## src/rtl/mem_access_arbiter.sv

```systemverilog
// Arbitrates one shared memory port between instruction fetch and data access.
// Each transaction takes three cycles: grant, issue and capture.
module mem_access_arbiter #(
  parameter int ADDR_BITS        = 8,
  parameter int DATA_BITS        = 16,
  parameter int INSTRUCTION_SIZE = 16,
  parameter int ROM_SIZE         = 128
) (
  input  logic                        CLK,
  input  logic                        RESET,
  input  logic                        f_req,
  input  logic [ADDR_BITS-1:0]        f_pc,
  output logic                        f_ready,
  output logic                        f_valid,
  output logic [INSTRUCTION_SIZE-1:0] f_inst,
  input  logic                        d_req,
  input  logic                        d_we,
  input  logic [ADDR_BITS-1:0]        d_addr,
  input  logic [DATA_BITS-1:0]        d_wdata,
  output logic                        d_ready,
  output logic                        d_valid,
  output logic [INSTRUCTION_SIZE-1:0] d_rdata,
  output logic                        d_err,
  output logic [ADDR_BITS-1:0]        m_pc,
  output logic [ADDR_BITS-1:0]        m_addr,
  output logic [DATA_BITS-1:0]        m_wdat,
  output logic                        m_we,
  output logic                        m_cs,
  output logic                        m_mm_select,
  input  logic [INSTRUCTION_SIZE-1:0] m_inst,
  input  logic [INSTRUCTION_SIZE-1:0] m_dat,
  input  logic                        m_error
);

  typedef enum logic [1:0] {
    IDLE    = 2'd0,
    ISSUE   = 2'd1,
    CAPTURE = 2'd2
  } state_t;

  state_t                      state_q, state_d;
  logic [1:0]                  starve_q, starve_d;
  logic                        fetch_q, fetch_d;
  logic                        store_q, store_d;
  logic [ADDR_BITS-1:0]        m_pc_q, m_pc_d;
  logic [ADDR_BITS-1:0]        m_addr_q, m_addr_d;
  logic [DATA_BITS-1:0]        m_wdat_q, m_wdat_d;
  logic                        m_we_q, m_we_d;
  logic                        m_cs_q, m_cs_d;
  logic                        m_mm_q, m_mm_d;
  logic                        f_valid_q, f_valid_d;
  logic [INSTRUCTION_SIZE-1:0] f_inst_q, f_inst_d;
  logic                        d_valid_q, d_valid_d;
  logic [INSTRUCTION_SIZE-1:0] d_rdata_q, d_rdata_d;
  logic                        d_err_q, d_err_d;
  logic                        grant_f, grant_d;

  always_ff @(posedge CLK or posedge RESET) begin
    if (RESET) begin
      state_q   <= IDLE;
      starve_q  <= '0;
      fetch_q   <= 1'b0;
      store_q   <= 1'b0;
      m_pc_q    <= '0;
      m_addr_q  <= '0;
      m_wdat_q  <= '0;
      m_we_q    <= 1'b0;
      m_cs_q    <= 1'b0;
      m_mm_q    <= 1'b0;
      f_valid_q <= 1'b0;
      f_inst_q  <= '0;
      d_valid_q <= 1'b0;
      d_rdata_q <= '0;
      d_err_q   <= 1'b0;
    end else begin
      state_q   <= state_d;
      starve_q  <= starve_d;
      fetch_q   <= fetch_d;
      store_q   <= store_d;
      m_pc_q    <= m_pc_d;
      m_addr_q  <= m_addr_d;
      m_wdat_q  <= m_wdat_d;
      m_we_q    <= m_we_d;
      m_cs_q    <= m_cs_d;
      m_mm_q    <= m_mm_d;
      f_valid_q <= f_valid_d;
      f_inst_q  <= f_inst_d;
      d_valid_q <= d_valid_d;
      d_rdata_q <= d_rdata_d;
      d_err_q   <= d_err_d;
    end
  end

  always_comb begin
    state_d   = state_q;
    starve_d  = starve_q;
    fetch_d   = fetch_q;
    store_d   = store_q;
    m_pc_d    = m_pc_q;
    m_addr_d  = m_addr_q;
    m_wdat_d  = m_wdat_q;
    m_we_d    = m_we_q;
    m_cs_d    = m_cs_q;
    m_mm_d    = m_mm_q;
    f_valid_d = 1'b0;
    f_inst_d  = f_inst_q;
    d_valid_d = 1'b0;
    d_rdata_d = d_rdata_q;
    d_err_d   = d_err_q;
    grant_f   = 1'b0;
    grant_d   = 1'b0;
    unique case (state_q)
      IDLE: begin
        // Data wins ties until fetch has lost twice in a row.
        grant_f = f_req && (!d_req || starve_q == 2'd2);
        grant_d = d_req && !grant_f;
        if (grant_f) begin
          state_d  = ISSUE;
          starve_d = 2'd0;
          fetch_d  = 1'b1;
          store_d  = 1'b0;
          m_cs_d   = 1'b1;
          m_we_d   = 1'b0;
          m_mm_d   = 1'b0;
          m_pc_d   = f_pc;
        end else if (grant_d) begin
          state_d  = ISSUE;
          if (f_req && starve_q != 2'd2) begin
            starve_d = starve_q + 2'd1;
          end
          fetch_d  = 1'b0;
          store_d  = d_we;
          m_cs_d   = 1'b0;
          m_we_d   = d_we;
          m_mm_d   = !d_we;
          m_addr_d = d_addr;
          if (d_we) begin
            m_wdat_d = d_wdata;
          end
        end
      end
      ISSUE: begin
        state_d = CAPTURE;
        m_cs_d  = 1'b0;
        m_we_d  = 1'b0;
        m_mm_d  = 1'b0;
      end
      CAPTURE: begin
        state_d = IDLE;
        if (fetch_q) begin
          f_valid_d = 1'b1;
          f_inst_d  = m_inst;
        end else begin
          d_valid_d = 1'b1;
          if (store_q) begin
            d_err_d = m_error;
          end else begin
            d_err_d   = 1'b0;
            d_rdata_d = m_dat;
          end
        end
      end
      default: state_d = IDLE;
    endcase
  end

  assign f_ready     = grant_f && !RESET;
  assign d_ready     = grant_d && !RESET;
  assign f_valid     = f_valid_q;
  assign f_inst      = f_inst_q;
  assign d_valid     = d_valid_q;
  assign d_rdata     = d_rdata_q;
  assign d_err       = d_err_q;
  assign m_pc        = m_pc_q;
  assign m_addr      = m_addr_q;
  assign m_wdat      = m_wdat_q;
  assign m_we        = m_we_q;
  assign m_cs        = m_cs_q;
  assign m_mm_select = m_mm_q;

endmodule

```

## config.mk

```make
export PLATFORM = sky130hd
export DESIGN_NAME = mem_access_arbiter
export DESIGN_NICKNAME = d
export VERILOG_FILES = /design/src/rtl/mem_access_arbiter.sv
export SDC_FILE = /design/constraint.sdc
export NUM_CORES = 1
export LEC_CHECK = 0
export ABC_CLOCK_PERIOD_IN_PS = 3500
export CAP_MARGIN = 30
export CORE_UTILIZATION = 32
export CTS_BUF_LIST = sky130_fd_sc_hd__clkbuf_2 sky130_fd_sc_hd__clkbuf_4 sky130_fd_sc_hd__clkbuf_8
export CTS_CLUSTER_SIZE = 25
export DETAILED_ROUTE_END_ITERATION = 8
export GPL_TIMING_DRIVEN = 0
export PLACE_DENSITY = 0.66
export SETUP_SLACK_MARGIN = 0.3
export SYNTH_ARGS = -nofsm -noshare
export SYNTH_HDL_FRONTEND = slang
export SYNTH_SLANG_ARGS = --single-unit
```

## constraint.sdc

```tcl
create_clock -name CLK -period 3.5 [get_ports CLK]
set_clock_uncertainty 0.1 [all_clocks]
set_input_delay 0.7 -clock CLK [delete_from_list [all_inputs] [get_ports CLK]]
set_output_delay 0.7 -clock CLK [all_outputs]
set_load 0.005 [all_outputs]
```

* Word-level counts from Yosys, hierarchy flattened *
Index checks and enable logic that the tools add are counted.

storage, ports and cells
  register bits after elaboration = 76
  input bits = 70
  output and inout bits = 72
  word-level logic and storage cells = 69

cells by class
  $add $sub $neg = 1
  equality and inequality tests = 5
  muxes and demuxes = 22
  bitwise gates (word level) = 3
  reductions and logical operators = 23

operator list
  kind                                            count
  2-to-1 mux 1 bit                                13
  2-to-1 mux 2 bit                                5
  AND reduction 2 bit                             5
  AND reduction 3 bit                             3
  case mux 1 bit (2 select lines)                 3
  nonzero test 2 bit                              3
  logical AND 1 bit                               5
  == test 2 bit (second input constant)           2
  logical NOT 1 bit                               4
  case mux 2 bit (2 select lines)                 1
  AND reduction 4 bit                             1
  inequality test 3 bit (second input constant)   1
  NOT 1 bit                                       3
  adder 2 x 1 -> 2 bit (second input constant)    1
  == test 2 x 1 -> 1 bit (second input constant)  1
  logical NOT 2 bit                               1
  inequality test 2 bit (second input constant)   1
  logical OR 1 bit                                1

* Depth between registers and ports, before layout *
  depth in word-level cells = 8
  depth in mapped cells = 6
  gate-level depth less buffers = 5

* Worst setup path before layout *
Ideal clock, no wire load.

  kind = in2out
  start = input d_req
  end = output f_ready
  arrival time = 1,189 ps
  data required time = 2,700 ps
  path slack = 1,511 ps
  cell stages on the path = 4
  path buffers = 1
  path through = nand2b_1 -> nand3_1 -> buf_2 -> nor2_1

on the way
  cells in the longest elaborated chain, start to end = 5

RTL lines
  what               RTL line  RTL
  from (decl)        16        input logic d_req,
  logical NOT 1 bit  115       grant_f = f_req && (!d_req || starve_q == 2'd2);
  logical OR 1 bit   115
  logical AND 1 bit  115
  2-to-1 mux 1 bit   112       unique case (state_q)
  logical AND 1 bit  167       assign f_ready = grant_f && !RESET;
  to (decl)          13        output logic f_ready,

No other way between the ends.

* Worst setup path after layout *
  start = input f_req
  end = output d_ready

on the way
  cells in the longest elaborated chain, start to end = 5

RTL lines
  what               RTL line  RTL
  from (decl)        11        input logic f_req,
  logical AND 1 bit  115
  logical NOT 1 bit  116       grant_d = d_req && !grant_f;
  logical AND 1 bit  116
  2-to-1 mux 1 bit   112
  logical AND 1 bit  168       assign d_ready = grant_d && !RESET;
  to (decl)          20        output logic d_ready,

No other way between the ends.

==> reports/qor.yml <==
outcome: "finished, violations left"
violations: "design-rule violations"
wl_um: 6270
clk_pin_slew_ns: 0.07
rr_worst_depth: 4
cts_made_buffers: 9
r2r_start: "state_q[1]"
crit_end: "d_ready"
path_class: "in -> out"
cts_tree: "yes"
fin_ws_ns: 0.428
dpl_worst_slack_ns: 0.281
setup_tns_ns: 0
worstPathRequired_ns: 2.70
grt_max_degree: 60
setup_viol: 0
cts-root-buf: "clkbuf_8"
ys_seq_area_frac: 0.649
finalHoldViolations: 0
place_congestion: 0.644
tightest_slew_ns: 0.387
layout_min_cycle_time_ns: 3.07
power_density_nw_per_um2: 832
fmax_mhz: 326
first_pass_iters: 6
maxSlewHeadroom: 0.739
power.net_switching_mw: 1.02
grt_setup_unrepaired: "no"
layout_common_cells: "clkdlybuf4s50_1 (140), dfrtp_1 (76), mux2_2 (54)"
seq_area_um2: 1900
syn_avg_cell_area_um2: 16.3
timing.final.max_slew_violations: 0
r2r_end: "d_rdata[8]"
layout_commonest_cell: "clkdlybuf4s50_1"
nets: 404
p_int_mw: 2.90
syn_area_um2: 2930
r2r_slack_ns: 1.69
combinationalPowerShare: 0.435
wl_met1_um: 2530
clk_latency_ns: 0.33
grt_pass1_vias: 2185
hold_class: "reg -> reg"
yosys-top-cells-area: "dfrtp_1 (65%), mux2_2 (21%), mux2_4 (5.1%), o21ai_0 (1.0%), buf_6 (0.77%)"
die_y_um: 97.7
crit_start: "f_req"
std_cell_rows: 34
synth_seq_cells: 76
num_antenna_cells: 0
grt_overflow: 0
clockBufferDepth: 2
critPathMaxFanout: 10
start_util: 0.333
yosysUniqueCellTypes: 23
vdd.ir_drop.worst_mv: 0.387
clock-sinks: 76
ys_warn_count: 0
wl_met2_um: 3130
met3_wirelength_um: 523
multiInputGateArea_um2: 976
p_sw_frac: 0.260
die_w_um: 97.7
crit_arrival_ns: 2.27
grt_pass1_wl_um: 10500
post-route-drc-count: 16
final.fill_count: 780
critPathCaptureType: "output port"
ioPinCount: 142
cts_hold_buffers: 0
core_area_um2: 8810
total_power_mw: 3.92
worst_setup_path_start_kind: "primary input"
vias: 1988
ant_nets: 0
viasPerCell: 4.46
hold_start: "d_err"
design.die.area_um2: 9540
yosysTopAreaCellShare: 0.649
yosysTopAreaCell: "dfrtp_1"
synthToLayoutAreaGrowth_pct: 60.8
post_drt_wl_per_cell_um: 14.1
cts.htree.levels: 3
power_frac_seq: 0.393
max_cap_viol_count: 0
p_clk_frac: 0.172
place_hpwl_um: 4630
leakage_nw: 2.02
syn-num-nets: 251
min_period_over_period: 0.878
finish.utilization: 0.535
grt_util_all_layers: 0.141
drive_gt1_frac: 0.275
top_layer: "met4"
io_buffers: 141
synthesis.instances: 180
antenna_found_initial: 0
drtIter0Drc: 37
## flip-flops by register name, indices dropped and copies added (netlist names)
name / count
d_rdata: 16
f_inst: 16
m_wdat: 16
m_addr: 8
m_pc: 8
starve_q: 2
state_q: 2
d_err: 1
d_valid: 1
f_valid: 1
fetch_q: 1
m_cs: 1
m_mm_select: 1
m_we: 1
store_q: 1
## metal layers
layer,track usage,vias to the layer above
li1,-,930
met3,0.0619,6
met4,0.0478,0
met5,0,-
met1,0.160,968
met2,0.236,84
## worst max-delay path, cell delays in order
cell             delay [ns]
clkdlybuf4s50_1        0.47
nand2_1                0.17
nand3_2                0.26
nor2_1                 0.16
clkdlybuf4s50_1        0.51
## cell usage after synthesis
cell type	n
dfrtp_1	76
mux2_2	54
mux2_4	10
nand2_1	6
o21ai_0	6
inv_1	5
nor2_1	3
a21bo_2	2
buf_2	2
buf_6	2
nor3_1	2
a21o_1	1
ha_1	1
nand2b_1	1
nand3_1	1
nand3_2	1
nand3b_1	1
nand4_4	1
nor2_8	1
nor2b_1	1
o31ai_1	1
or3b_2	1
or3b_4	1
## worst min path at each step
stage               cells after the start  slack (ns)          end
CTS                                     2        0.40  starve_q[1]
detailed placement                      2        0.38  starve_q[1]
finish                                  2        0.39        d_err
global placement                        2        0.37  starve_q[1]
global route                            1        0.42    m_wdat[8]
floorplan                               2        0.35  starve_q[1]
## cells by family after synthesis
group | count (synthesis) | synth area share
flip-flops | 76 | 0.649
multiplexers | 64 | 0.259
buffers and inverters | 9 | 0.0175
AO/OA/AOI/OAI | 10 | 0.0222
AND/OR/NAND/NOR | 20 | 0.0478
adder cells (fa/ha/maj) | 1 | 0.00427
## power groups by stage
stage	sequential (mW)	clock [mW]	combinational [mW]
CTS	1.54	0.707	1.74
global route	1.61	0.747	1.83
floorplan	1.58	0	0.676
finish	1.54	0.675	1.70
global placement	1.54	0	1.70
detailed placement	1.56	0	1.74
## through the flow
stage	instances	hold slack (ns)	cell area, um^2
detailed placement	430	0.377	4510
global placement	429	0.371	4480
CTS	446	0.395	4710
finish	446	0.385	4710
global route	446	0.417	4710
floorplan	180	0.352	2930
## cell type report
| class | instances | area share |
|---|---|---|
| plain buffers | 4 | 0.00691 |
| flip-flops and latches | 76 | 0.404 |
| inverters | 5 | 0.00452 |
| clock buffers | 12 | 0.0337 |
| repair buffers | 142 | 0.305 |
| clock inverters | 4 | 0.0101 |
| multi-input cells | 95 | 0.207 |
| well taps | 108 | 0.0287 |
## timing repair
action,in CTS,in global routing
buffers inserted,0,0
endpoints found under the setup margin,1,0
gates resized for setup,1,0
Power figures use the tool's default switching activity.
